$ cat src/rtl/reg_wb_ctrl.sv
// -----------------------------------------------------------------------------
// reg_wb_ctrl
//
// Writeback controller for the register file write port. It merges
// unthrottled ALU results with handshaked load results, which are buffered in a
// small FIFO. It tracks loads still in flight in a pending scoreboard and
// provides decode-side operands and the decode stall.
//
// Optional feature macro: WB_FORWARD_EN
//   defined   : decode operands are forwarded from the registered write stage.
//   undefined : no forwarding. Decode instead stalls on a write-stage hazard.
//
// Parameters
//   LD_FIFO_DEPTH   load-result FIFO entries (power of 2, >= 2)
//
// Ports
//   clk, rst                     clock, synchronous active-high reset
//   i_alu_valid/rd/data          ALU result (always accepted)
//   i_ld_issue, i_ld_issue_rd    load dispatch, marks rd pending
//   i_ld_valid, o_ld_ready       load result handshake
//   i_ld_rd, i_ld_data           load result payload
//   o_rf_wr/rd/wdata             registered register file write port
//   i_rs1, i_rs2, i_dec_rd       decode source/destination addresses
//   i_rf_rdata1/2                register file asynchronous read data
//   o_rs1_data, o_rs2_data       decode operands
//   o_stall                      decode hold request
// -----------------------------------------------------------------------------
module reg_wb_ctrl #(
    parameter int LD_FIFO_DEPTH = 2
) (
    input  logic        clk,
    input  logic        rst,
    input  logic        i_alu_valid,
    input  logic [4:0]  i_alu_rd,
    input  logic [31:0] i_alu_data,
    input  logic        i_ld_issue,
    input  logic [4:0]  i_ld_issue_rd,
    input  logic        i_ld_valid,
    output logic        o_ld_ready,
    input  logic [4:0]  i_ld_rd,
    input  logic [31:0] i_ld_data,
    output logic        o_rf_wr,
    output logic [4:0]  o_rf_rd,
    output logic [31:0] o_rf_wdata,
    input  logic [4:0]  i_rs1,
    input  logic [4:0]  i_rs2,
    input  logic [4:0]  i_dec_rd,
    input  logic [31:0] i_rf_rdata1,
    input  logic [31:0] i_rf_rdata2,
    output logic [31:0] o_rs1_data,
    output logic [31:0] o_rs2_data,
    output logic        o_stall
);

    localparam int AW = $clog2(LD_FIFO_DEPTH);

    // Load FIFO storage and pointers (one extra wrap bit)
    logic [4:0]  r_fifo_rd   [LD_FIFO_DEPTH];
    logic [31:0] r_fifo_data [LD_FIFO_DEPTH];
    logic [AW:0] r_wptr;
    logic [AW:0] r_rptr;

    // Pending-load scoreboard for x1..x31
    logic [31:1] r_pending;

    logic        w_full;
    logic        w_empty;
    logic        w_push;
    logic        w_pop;
    logic [4:0]  w_head_rd;
    logic [31:0] w_head_data;
    logic [31:1] w_pending_nxt;
    logic [31:0] w_pend_all;
    logic        w_hazard_ld;

    assign w_full  = (r_wptr[AW] != r_rptr[AW]) &&
                     (r_wptr[AW-1:0] == r_rptr[AW-1:0]);
    assign w_empty = (r_wptr == r_rptr);

    // Ready depends only on the current fill level. A same-cycle pop does not
    // free a slot for this cycle's push.
    assign o_ld_ready = !w_full;
    assign w_push     = i_ld_valid && !w_full;
    assign w_pop      = !i_alu_valid && !w_empty;

    assign w_head_rd   = r_fifo_rd[r_rptr[AW-1:0]];
    assign w_head_data = r_fifo_data[r_rptr[AW-1:0]];

    // Apply the clear first and the set second, so a set wins on the same rd.
    always_comb begin
        w_pending_nxt = r_pending;
        for (int unsigned i = 1; i < 32; i++) begin
            if (w_pop && (w_head_rd == 5'(i)))
                w_pending_nxt[i] = 1'b0;
            if (i_ld_issue && (i_ld_issue_rd == 5'(i)))
                w_pending_nxt[i] = 1'b1;
        end
    end

    always_ff @(posedge clk) begin
        if (w_push) begin
            r_fifo_rd[r_wptr[AW-1:0]]   <= i_ld_rd;
            r_fifo_data[r_wptr[AW-1:0]] <= i_ld_data;
        end
    end

    always_ff @(posedge clk) begin
        if (rst) begin
            r_wptr     <= '0;
            r_rptr     <= '0;
            r_pending  <= '0;
            o_rf_wr    <= 1'b0;
            o_rf_rd    <= '0;
            o_rf_wdata <= '0;
        end else begin
            if (w_push)
                r_wptr <= r_wptr + 1'b1;
            if (w_pop)
                r_rptr <= r_rptr + 1'b1;
            r_pending <= w_pending_nxt;

            // ALU wins the write port. Otherwise drain the FIFO head. A
            // destination of x0 is consumed without enabling the write.
            if (i_alu_valid) begin
                o_rf_wr    <= (i_alu_rd != 5'd0);
                o_rf_rd    <= i_alu_rd;
                o_rf_wdata <= i_alu_data;
            end else if (w_pop) begin
                o_rf_wr    <= (w_head_rd != 5'd0);
                o_rf_rd    <= w_head_rd;
                o_rf_wdata <= w_head_data;
            end else begin
                o_rf_wr    <= 1'b0;
            end
        end
    end

    // Bit 0 is held clear so that x0 never reports a hazard.
    assign w_pend_all  = {r_pending, 1'b0};
    assign w_hazard_ld = w_pend_all[i_rs1] || w_pend_all[i_rs2] ||
                         w_pend_all[i_dec_rd];

`ifdef WB_FORWARD_EN
    always_comb begin
        if (i_rs1 == 5'd0)
            o_rs1_data = '0;
        else if (o_rf_wr && (o_rf_rd == i_rs1))
            o_rs1_data = o_rf_wdata;
        else
            o_rs1_data = i_rf_rdata1;

        if (i_rs2 == 5'd0)
            o_rs2_data = '0;
        else if (o_rf_wr && (o_rf_rd == i_rs2))
            o_rs2_data = o_rf_wdata;
        else
            o_rs2_data = i_rf_rdata2;
    end

    assign o_stall = w_hazard_ld;
`else
    logic w_hazard_wb;

    assign o_rs1_data = (i_rs1 == 5'd0) ? '0 : i_rf_rdata1;
    assign o_rs2_data = (i_rs2 == 5'd0) ? '0 : i_rf_rdata2;

    // Without a bypass, an operand being written this cycle must wait until
    // the register file holds it.
    assign w_hazard_wb = o_rf_wr && (o_rf_rd != 5'd0) &&
                         ((o_rf_rd == i_rs1) || (o_rf_rd == i_rs2));
    assign o_stall = w_hazard_ld || w_hazard_wb;
`endif

endmodule

$ cat config.mk
export PLATFORM = sky130hd
export DESIGN_NAME = reg_wb_ctrl
export DESIGN_NICKNAME = d
export VERILOG_FILES = /design/src/rtl/reg_wb_ctrl.sv
export SDC_FILE = /design/constraint.sdc
export NUM_CORES = 1
export LEC_CHECK = 0
export CORE_ASPECT_RATIO = 1.1
export CORE_MARGIN = 4
export CORE_UTILIZATION = 45
export DETAILED_ROUTE_END_ITERATION = 16
export PLACE_DENSITY = 0.92
export SYNTH_ARGS = -nofsm -noshare
export SYNTH_HDL_FRONTEND = slang
export SYNTH_SLANG_ARGS = --single-unit
export TNS_END_PERCENT = 5
$ cat constraint.sdc
create_clock -name clk -period 3.8 [get_ports clk]
set_input_delay 0.38 -clock clk [delete_from_list [all_inputs] [get_ports clk]]
set_output_delay 0.38 -clock clk [all_outputs]
set_load 0.01 [all_outputs]
# Word level (Yosys, flattened, before mapping)
# Memory sizes are Yosys's and may differ from the RTL's. A register that Yosys moved wholly into a read port is not among the register bits.
# Cells that the tools add are included.
# totals
ff_bits	73
ramBits	74
input_bits	163
output_inout_bits	104
word_cells	303
n_memories	2
# classes
addsub	2
magnitude_cmp	3
n_eq_ne	67
mux	82
n_reduce_logical	111
# memory_table
name	depth	width	rd	rd_ports_with_merged_regs	wr	line	rtl
r_fifo_data	2	32	1	1	1	59	logic [31:0] r_fifo_data [LD_FIFO_DEPTH];
r_fifo_rd	2	5	1	1	1	58	logic [4:0] r_fifo_rd [LD_FIFO_DEPTH];
# ops
op	n
5-bit equality test (second input constant)	32
32-bit 2-to-1 mux	4
5-bit by 4-bit equality test with 1-bit output (second input constant)	16
1-bit 2-to-1 mux	73
1-bit logical AND	67
2-bit nonzero test	32
5-bit by 3-bit equality test with 1-bit output (second input constant)	8
5-bit by 2-bit equality test with 1-bit output (second input constant)	4
5-bit by 6-bit less-than comparator with 1-bit output (second input constant)	3
1-bit binary-select mux with 5-bit select	3
5-bit nonzero test	3
5-bit by 1-bit equality test with 1-bit output (second input constant)	2
5-bit equality test	2
5-bit logical NOT	2
5-bit 2-to-1 mux	2
2-bit by 1-bit adder with 2-bit output (second input constant)	2
1-bit logical OR	4
1-bit logical NOT	3
2-bit equality test	1
1-bit equality test	1
1-bit inequality test	1

# Logic depth before layout (Yosys ltp)
# Gate-level depths: netlist of run 1.
# logic_depth
depth_word	6
mapped_depth	7
mapped_depth_nobuf	5

# Worst setup path after synthesis of run 1
# OpenSTA, ideal clock, no wires.
# synth_path
path_type	reg2reg
from	register r_rptr[1]
to	memory r_fifo_data[0][0], enable pin
setup_ps	431
arrival_time_ps	2566
t_required_ps	3369
slack_ps	802
stages_incl_launch_ff	5
n_path_buf	0
period_less_slack_ps	2998
path_cell_list	dfxtp_1 -> xnor2_1 -> nand2b_1 -> nand2_1 -> nor2_1
# synth_between
elab_chain_len	6
# synth_rtl
element	line	rtl
start, declared	61	logic [AW:0] r_rptr;
start signal, assigned	119	r_rptr <= r_rptr + 1'b1;
1-bit inequality test	76	assign w_full = (r_wptr[AW] != r_rptr[AW]) &&
1-bit logical AND	76	
1-bit logical NOT	--	
net o_ld_ready	39	output logic o_ld_ready,
1-bit logical AND	83	assign w_push = i_ld_valid && !w_full;
1-bit 2-to-1 mux	101	if (w_push) begin
1-bit 2-to-1 mux (not written as such)	103	r_fifo_data[r_wptr[AW-1:0]] <= i_ld_data;
end, declared	59	
# The timed path passes the listed nets, and every way through them passes these cells.

# Worst setup path after layout of run 1
# layout_path
from	input port i_rs1[1]
to	output port o_stall
# layout_between
elab_chain_len	5
word_cells_on_any_way	8
classes_between	eq/ne (1); mux (2); reduce/logical (5)
# layout_rtl
element	line	rtl
start, declared	45	input logic [4:0] i_rs1,
1-bit binary-select mux with 5-bit select	140	assign w_hazard_ld = w_pend_all[i_rs1] || w_pend_all[i_rs2] ||
1-bit 2-to-1 mux (not written as such)	140	
1-bit logical OR (2 in a row)	140	
1-bit logical OR (*)	171	assign o_stall = w_hazard_ld || w_hazard_wb;
end, declared	52	output logic o_stall
# Mark *: on every way between the ends. The rest lies on a longest branch, timed or not. The select of a mux whose other input is x is not followed.

==> results of run 1 <==
## Yosys cell counts (2+ instances only)
cell type / n
buf_6: 4
nand3b_1: 2
mux4_2: 10
a211o_1: 34
a21oi_1: 73
nor3b_1: 2
and2b_1: 6
mux2i_1: 50
nor2_1: 55
nor2b_1: 68
mux4_1: 6
clkbuf_1: 33
a211oi_1: 2
or4_1: 2
buf_2: 12
and3_1: 3
xor2_1: 2
o21ai_0: 33
edfxtp_1: 74
a2111oi_0: 5
nor4b_1: 2
dfxtp_1: 74
nand2b_1: 3
inv_1: 2
nand3_1: 23
nor3_1: 3
o31a_1: 2
mux2_2: 10
nand2_1: 78
xnor2_1: 14
## worst max-delay path: cells and delay by family
family | cells | cell delay (ps)
AOI/OAI and AO/OA | 2 | 490
buffers and inverters | 2 | 1260
muxes | 1 | 570
and+or+nand+nor | 2 | 300
## power by group through the flow
stage,registers (mW),logic (mW),clock network (mW)
after global placement,2.10,1.82,0
after floorplan,2.10,1.13,0
after detailed placement,2.12,1.87,0
after CTS,2.08,1.90,1.75
final,2.09,1.90,1.73
after global routing,2.11,2.07,1.84
## final timing paths
| check | from | end |
|---|---|---|
| worst max-delay path | i_rs1[1] | o_stall |
| worst min-delay path | i_alu_valid | o_rf_rd[2]$_SDFFE_PP0P_ |
| worst max register to register | r_wptr[0]$_SDFFE_PP0N_ | o_rf_wdata[13]$_SDFFE_PP0P_ |
| worst min register to register | r_pending[6]$_SDFFE_PP0P_ | r_pending[6]$_SDFFE_PP0P_ |
## cell families (layout without fill, tap and decap cells)
group	count (synthesis)	count (layout)	share of synthesized area [%]
XOR/XNOR	16	16	1.92
other	0	1	0
multiplexers	76	76	13.6
flip-flops	148	148	50.7
AO/OA/AOI/OAI	159	159	13.6
buffers and inverters	52	310	3.34
AND/OR/NAND/NOR	251	251	16.9
## layout make-up
cell class | count | area [um^2]
antenna | 1 | 2.50
clock buffer | 19 | 443
clock inverter | 13 | 171
fill | 1163 | 5100
inverter | 2 | 7.51
multi-input combinational | 502 | 3380
sequential | 148 | 3700
tap | 200 | 250
timing repair buffer | 276 | 2730
## metrics by stage
stage	hold slack [ps]	setup slack, ps
final	363	401
after global routing	385	263
after CTS	345	432
after detailed placement	511	438
after global placement	501	465
after floorplan	468	802
## registers in the layout, summed over array words and instances, names as in the netlist, named ones only
name and flops:
o_rf_rd 5, r_rptr 2, o_rf_wdata 32, o_rf_wr 1, r_fifo_data 64, r_fifo_rd 10
r_wptr 2, r_pending 31
## metal layers
layer | wire length, um | global-route usage (%)
met2 | 11600 | 43.0
met4 | 429 | 7.55
met5 | 0 | 0
met3 | 3030 | 10.5
met1 | 8870 | 29.9
==> impl_metrics.yaml, run 1 <==
timing:
  tightest_slew_ps: 979
  fin_worst_skew_ps: 6.49
  fmax_mhz: 294
  min_period_over_period_pct: 89.4
  finalCriticalPeriod_ps: 3400
  finalHoldViolations: 0
  setup_violations: 0
  final-max-slew-violation-count: 0
  setup_tns_ps: 0
  maxSlewHeadroom_pct: 34.8
  rsz0062_at_grt: "no"
clock_tree:
  path_clk_slew_ps: 60
  cts_tree: "yes"
  cts_sinks: 148
  insertion_delay_ps: 410
  cts_resized: 0
  clock_path_buffers: 2
  post_cts_buffers: 0
  hold_buffers: 0
  cts-htree-levels: 4
  numCtsBuffers: 17
  clockRootBuffer: "clkbuf_16"
global_routing:
  grt_pass1_wl_um: 36000
  grt.total_usage_pct: 25.5
  grt_antenna_before_repair: 1
  grt_max_degree: 66
  grt.overflow.total: 0
  grt_pass1_vias: 6531
worst_setup_path:
  critPathKind: "input pin to primary output"
  critPathMaxFanout: 11
  crit_path_max_incr_delay_ps: 750
  slowest_stage: "clkdlybuf4s50_1"
  rr_worst_depth: 5
  endpoint_kind: "primary output"
  worst-endpoint-required_ps: 3420
  start_kind: "input pin"
  worstPathArrival_ps: 3020
  r2r_slack_ps: 1430
  path_cells: "clkdlybuf4s50_1, mux4_2, nor2b_1, a2111oi_0, a2111oi_0, nand4_1, clkdlybuf4s50_1"
synthesis:
  ys_warn_count: 0
  synth_top_area_cell: "edfxtp_1"
  synth_edf_count: 74
  synthCells: 702
  synth_nets: 865
  synth_cell_types: 45
  synth_seq_area_share_pct: 50.7
  synth_ff_type: "edfxtp_1"
  synthTopCellsByArea: "edfxtp_1 (30%), dfxtp_1 (20%), mux2i_1 (6.8%), nor2b_1 (5.8%), a21oi_1 (5.0%)"
  synthArstFlopShare_pct: 0
  netlist.area_leader.share_pct: 30.4
  avgSynthCellArea_um2: 10.4
  synth-seq-cells: 148
  syn-cell-area_um2: 7310
hold_path:
  worst_hold_path_type: "input pin to register"
  hold_depth: 3
floorplanning:
  fp.dieArea_um2: 18400
  initial_utilization_pct: 46.3
  fp.dieW_um: 130
  fp.coreArea_um2: 15800
  rows: 48
  ios: 267
  fp.dieH_um: 142
final_layout:
  syn2layout_area_growth_pct: 46.2
  stdcell_area_um2: 10700
  final_cells: 1161
  final_common_cell: "clkdlybuf4s50_1"
  nets: 1110
  layout_common_cells: "clkdlybuf4s50_1 (264), nand2_1 (77), edfxtp_1 (74)"
  final_util_pct: 67.7
  drive_above_1_share_pct: 7.40
routing:
  viasPerCell: 5.67
  drtIter0Drc: 602
  totalWireLength_um: 24000
  vias: 6582
  ant_nets: 0
  wl_per_cell_um: 20.6
  drt_drc_violations_left: 0
  drt-pass1-iter-count: 5
power:
  p_switching_mw: 1.83
  p_clk_share_pct: 30.3
  swShare_pct: 32.0
  powerDensity_nw_per_um2: 535
  intPower_mw: 3.89
  pwr-share-seq_pct: 36.5
  ir_drop_uv: 469
  cellLeakagePower_nw: 3.84
  total_power_mw: 5.72
  p_comb_share_pct: 33.2
run_status:
  status: "finished clean"
placement:
  place_congestion: 1.01
  hpwl_um: 17900
  dpl.cell_count: 1128
  port-buffer-count: 266
  placed_area_um2: 10100
job:
  cap_violations: 0
Note: power is estimated with default switching activity, not from simulation.
==> inputs of run 2 (changes only) <==
--- a/config.mk
+++ b/config.mk
@@ -7,9 +7,9 @@
 export LEC_CHECK = 0
 export CORE_ASPECT_RATIO = 1.1
 export CORE_MARGIN = 4
-export CORE_UTILIZATION = 45
+export CORE_UTILIZATION = 40
 export DETAILED_ROUTE_END_ITERATION = 16
-export PLACE_DENSITY = 0.92
+export PLACE_DENSITY = 0.84
 export SYNTH_ARGS = -nofsm -noshare
 export SYNTH_HDL_FRONTEND = slang
 export SYNTH_SLANG_ARGS = --single-unit
==> run 2 against run 1 <==
  * Fmax up 1.4%
  * Wire length down 1.9%
  * First-iteration DRC count down 44%
  * Largest cell class unchanged
  * Power down 0.10%
  * Clock power up 2%
==> impl_metrics.yaml, run 2 (synthesized netlist as in run 1, its figures left out) <==
global_routing:
  grt.total_usage_pct: 22.2
  grt_pass1_vias: 6436
  grt_antenna_before_repair: 3
  grt_max_degree: 76
  grt.overflow.total: 0
  grt_pass1_wl_um: 34500
clock_tree:
  post_cts_buffers: 0
  cts_sinks: 148
  insertion_delay_ps: 420
  hold_buffers: 0
  clockRootBuffer: "clkbuf_16"
  path_clk_slew_ps: 60
  cts_tree: "yes"
  numCtsBuffers: 17
  cts-htree-levels: 4
  cts_resized: 0
  clock_path_buffers: 2
worst_setup_path:
  worst-endpoint-required_ps: 3420
  r2r_slack_ps: 1480
  start_kind: "input pin"
  critPathKind: "input pin to primary output"
  worstReg2RegEnd: "o_rf_wdata[23]$_SDFFE_PP0P_"
  critPathMaxFanout: 7
  reg2reg_from: "r_wptr[0]$_SDFFE_PP0N_"
  rr_worst_depth: 5
  worstPathArrival_ps: 2970
  endpoint_kind: "primary output"
floorplanning:
  fp.dieArea_um2: 20500
  ios: 267
  initial_utilization_pct: 41.1
  fp.coreArea_um2: 17800
  fp.dieW_um: 137
  rows: 51
  fp.dieH_um: 150
job:
  cap_violations: 0
placement:
  place_congestion: 0.907
  placed_area_um2: 10200
  hpwl_um: 17700
  port-buffer-count: 266
  place_ws_ps: 460
final_layout:
  regArea_um2: 3700
  final_common_cell: "clkdlybuf4s50_1"
  stdcell_area_um2: 10800
  drive_above_1_share_pct: 8.06
  nFillCells: 1419
  largest_reg_flops: 64
  nets: 1118
  syn2layout_area_growth_pct: 47.9
  layout_common_cells: "clkdlybuf4s50_1 (264), nand2_1 (77), edfxtp_1 (74)"
  multi_input_area_um2: 3380
routing:
  vias: 6489
  ant_nets: 0
  drt-pass1-iter-count: 4
  viasPerCell: 5.37
  drtIter0Drc: 339
  wl_per_cell_um: 19.5
  drt_drc_violations_left: 0
  totalWireLength_um: 23500
timing:
  final-max-slew-violation-count: 0
  fin_worst_skew_ps: 14.1
  worst_slack_ps: 449
  fmax_mhz: 298
  rsz0062_at_grt: "no"
  min_period_over_period_pct: 88.2
  setup_tns_ps: 0
  finalHoldViolations: 0
  tightest_slew_ps: 965
  maxSlewHeadroom_pct: 35.7
  setup_violations: 0
  finalCriticalPeriod_ps: 3350
hold_path:
  worst_hold_path_type: "input pin to register"
  hold_depth: 3
  min-delay-start: "i_alu_data[6]"
  whs_endpoint: "o_rf_wdata[6]$_SDFFE_PP0P_"
power:
  ir_drop_uv: 419
  powerDensity_nw_per_um2: 528
  cellLeakagePower_nw: 3.89
run_status:
  status: "finished clean"
==> run 2: power by group <==
group | internal (mW) | switching (mW)
sequential | 1.93 | 0.145
clock | 1.11 | 0.662
combinational | 0.893 | 0.969
==> run 2: stage by stage <==
step                      utilization (%)  power, mW  hold WS, ps  cells
after floorplan                         -       3.23          468    702
after global placement               57.2       3.93          500   1174
after detailed placement             57.2       3.98          509   1174
after CTS                            60.7       5.76          505   1206
after global routing                 60.8       6.00          509   1208
final                                60.8       5.71          518   1208
==> run 2: critical path: stages <==
cell             delay [ps]
clkdlybuf4s50_1         670
mux4_2                  540
nor2b_1                 110
a2111oi_0                80
a2111oi_0               400
buf_4                   180
nand4_1                 100
clkdlybuf4s50_1         500
==> run 2: cell type report <==
cell class	instances	share of cell area, %
sequential	148	34.3
multi-input combinational	502	31.3
timing repair buffer	284	25.8
clock buffer	18	3.97
tap	238	2.75
clock inverter	14	1.85
inverter	2	0.0694
antenna	2	0.0463
==> run 2: how the worst max path moves through the flow <==
stage / start / endpoint
global placement: i_rs1[1] / o_stall
finish: i_rs1[1] / o_stall
CTS: i_rs1[1] / o_stall
detailed placement: i_rs1[1] / o_stall
floorplan: r_rptr[1]$_SDFFE_PP0P_ / r_fifo_data[0][0]$_DFFE_PP_
global route: i_rs1[0] / o_stall
==> run 2: routing by layer <==
layer,GRT usage (%),part of all wire (%),wire (um),up-vias
met2,38.1,49,11400,336
met5,0,0.055,13,-
met4,7.88,2.5,587,2
met1,25.8,38,9010,3064
met3,7.50,10,2440,36
li1,-,-,-,3051
==> inputs of run 3 (changes only) <==
--- a/config.mk
+++ b/config.mk
@@ -5,6 +5,7 @@
 export SDC_FILE = /design/constraint.sdc
 export NUM_CORES = 1
 export LEC_CHECK = 0
+export ABC_CLOCK_PERIOD_IN_PS = 3800
 export CORE_ASPECT_RATIO = 1.1
 export CORE_MARGIN = 4
 export CORE_UTILIZATION = 40
@@ -13,4 +14,3 @@
 export SYNTH_ARGS = -nofsm -noshare
 export SYNTH_HDL_FRONTEND = slang
 export SYNTH_SLANG_ARGS = --single-unit
-export TNS_END_PERCENT = 5
==> results of run 3 <==
The final DEF is identical to that of run 2; final timing and power are the same.
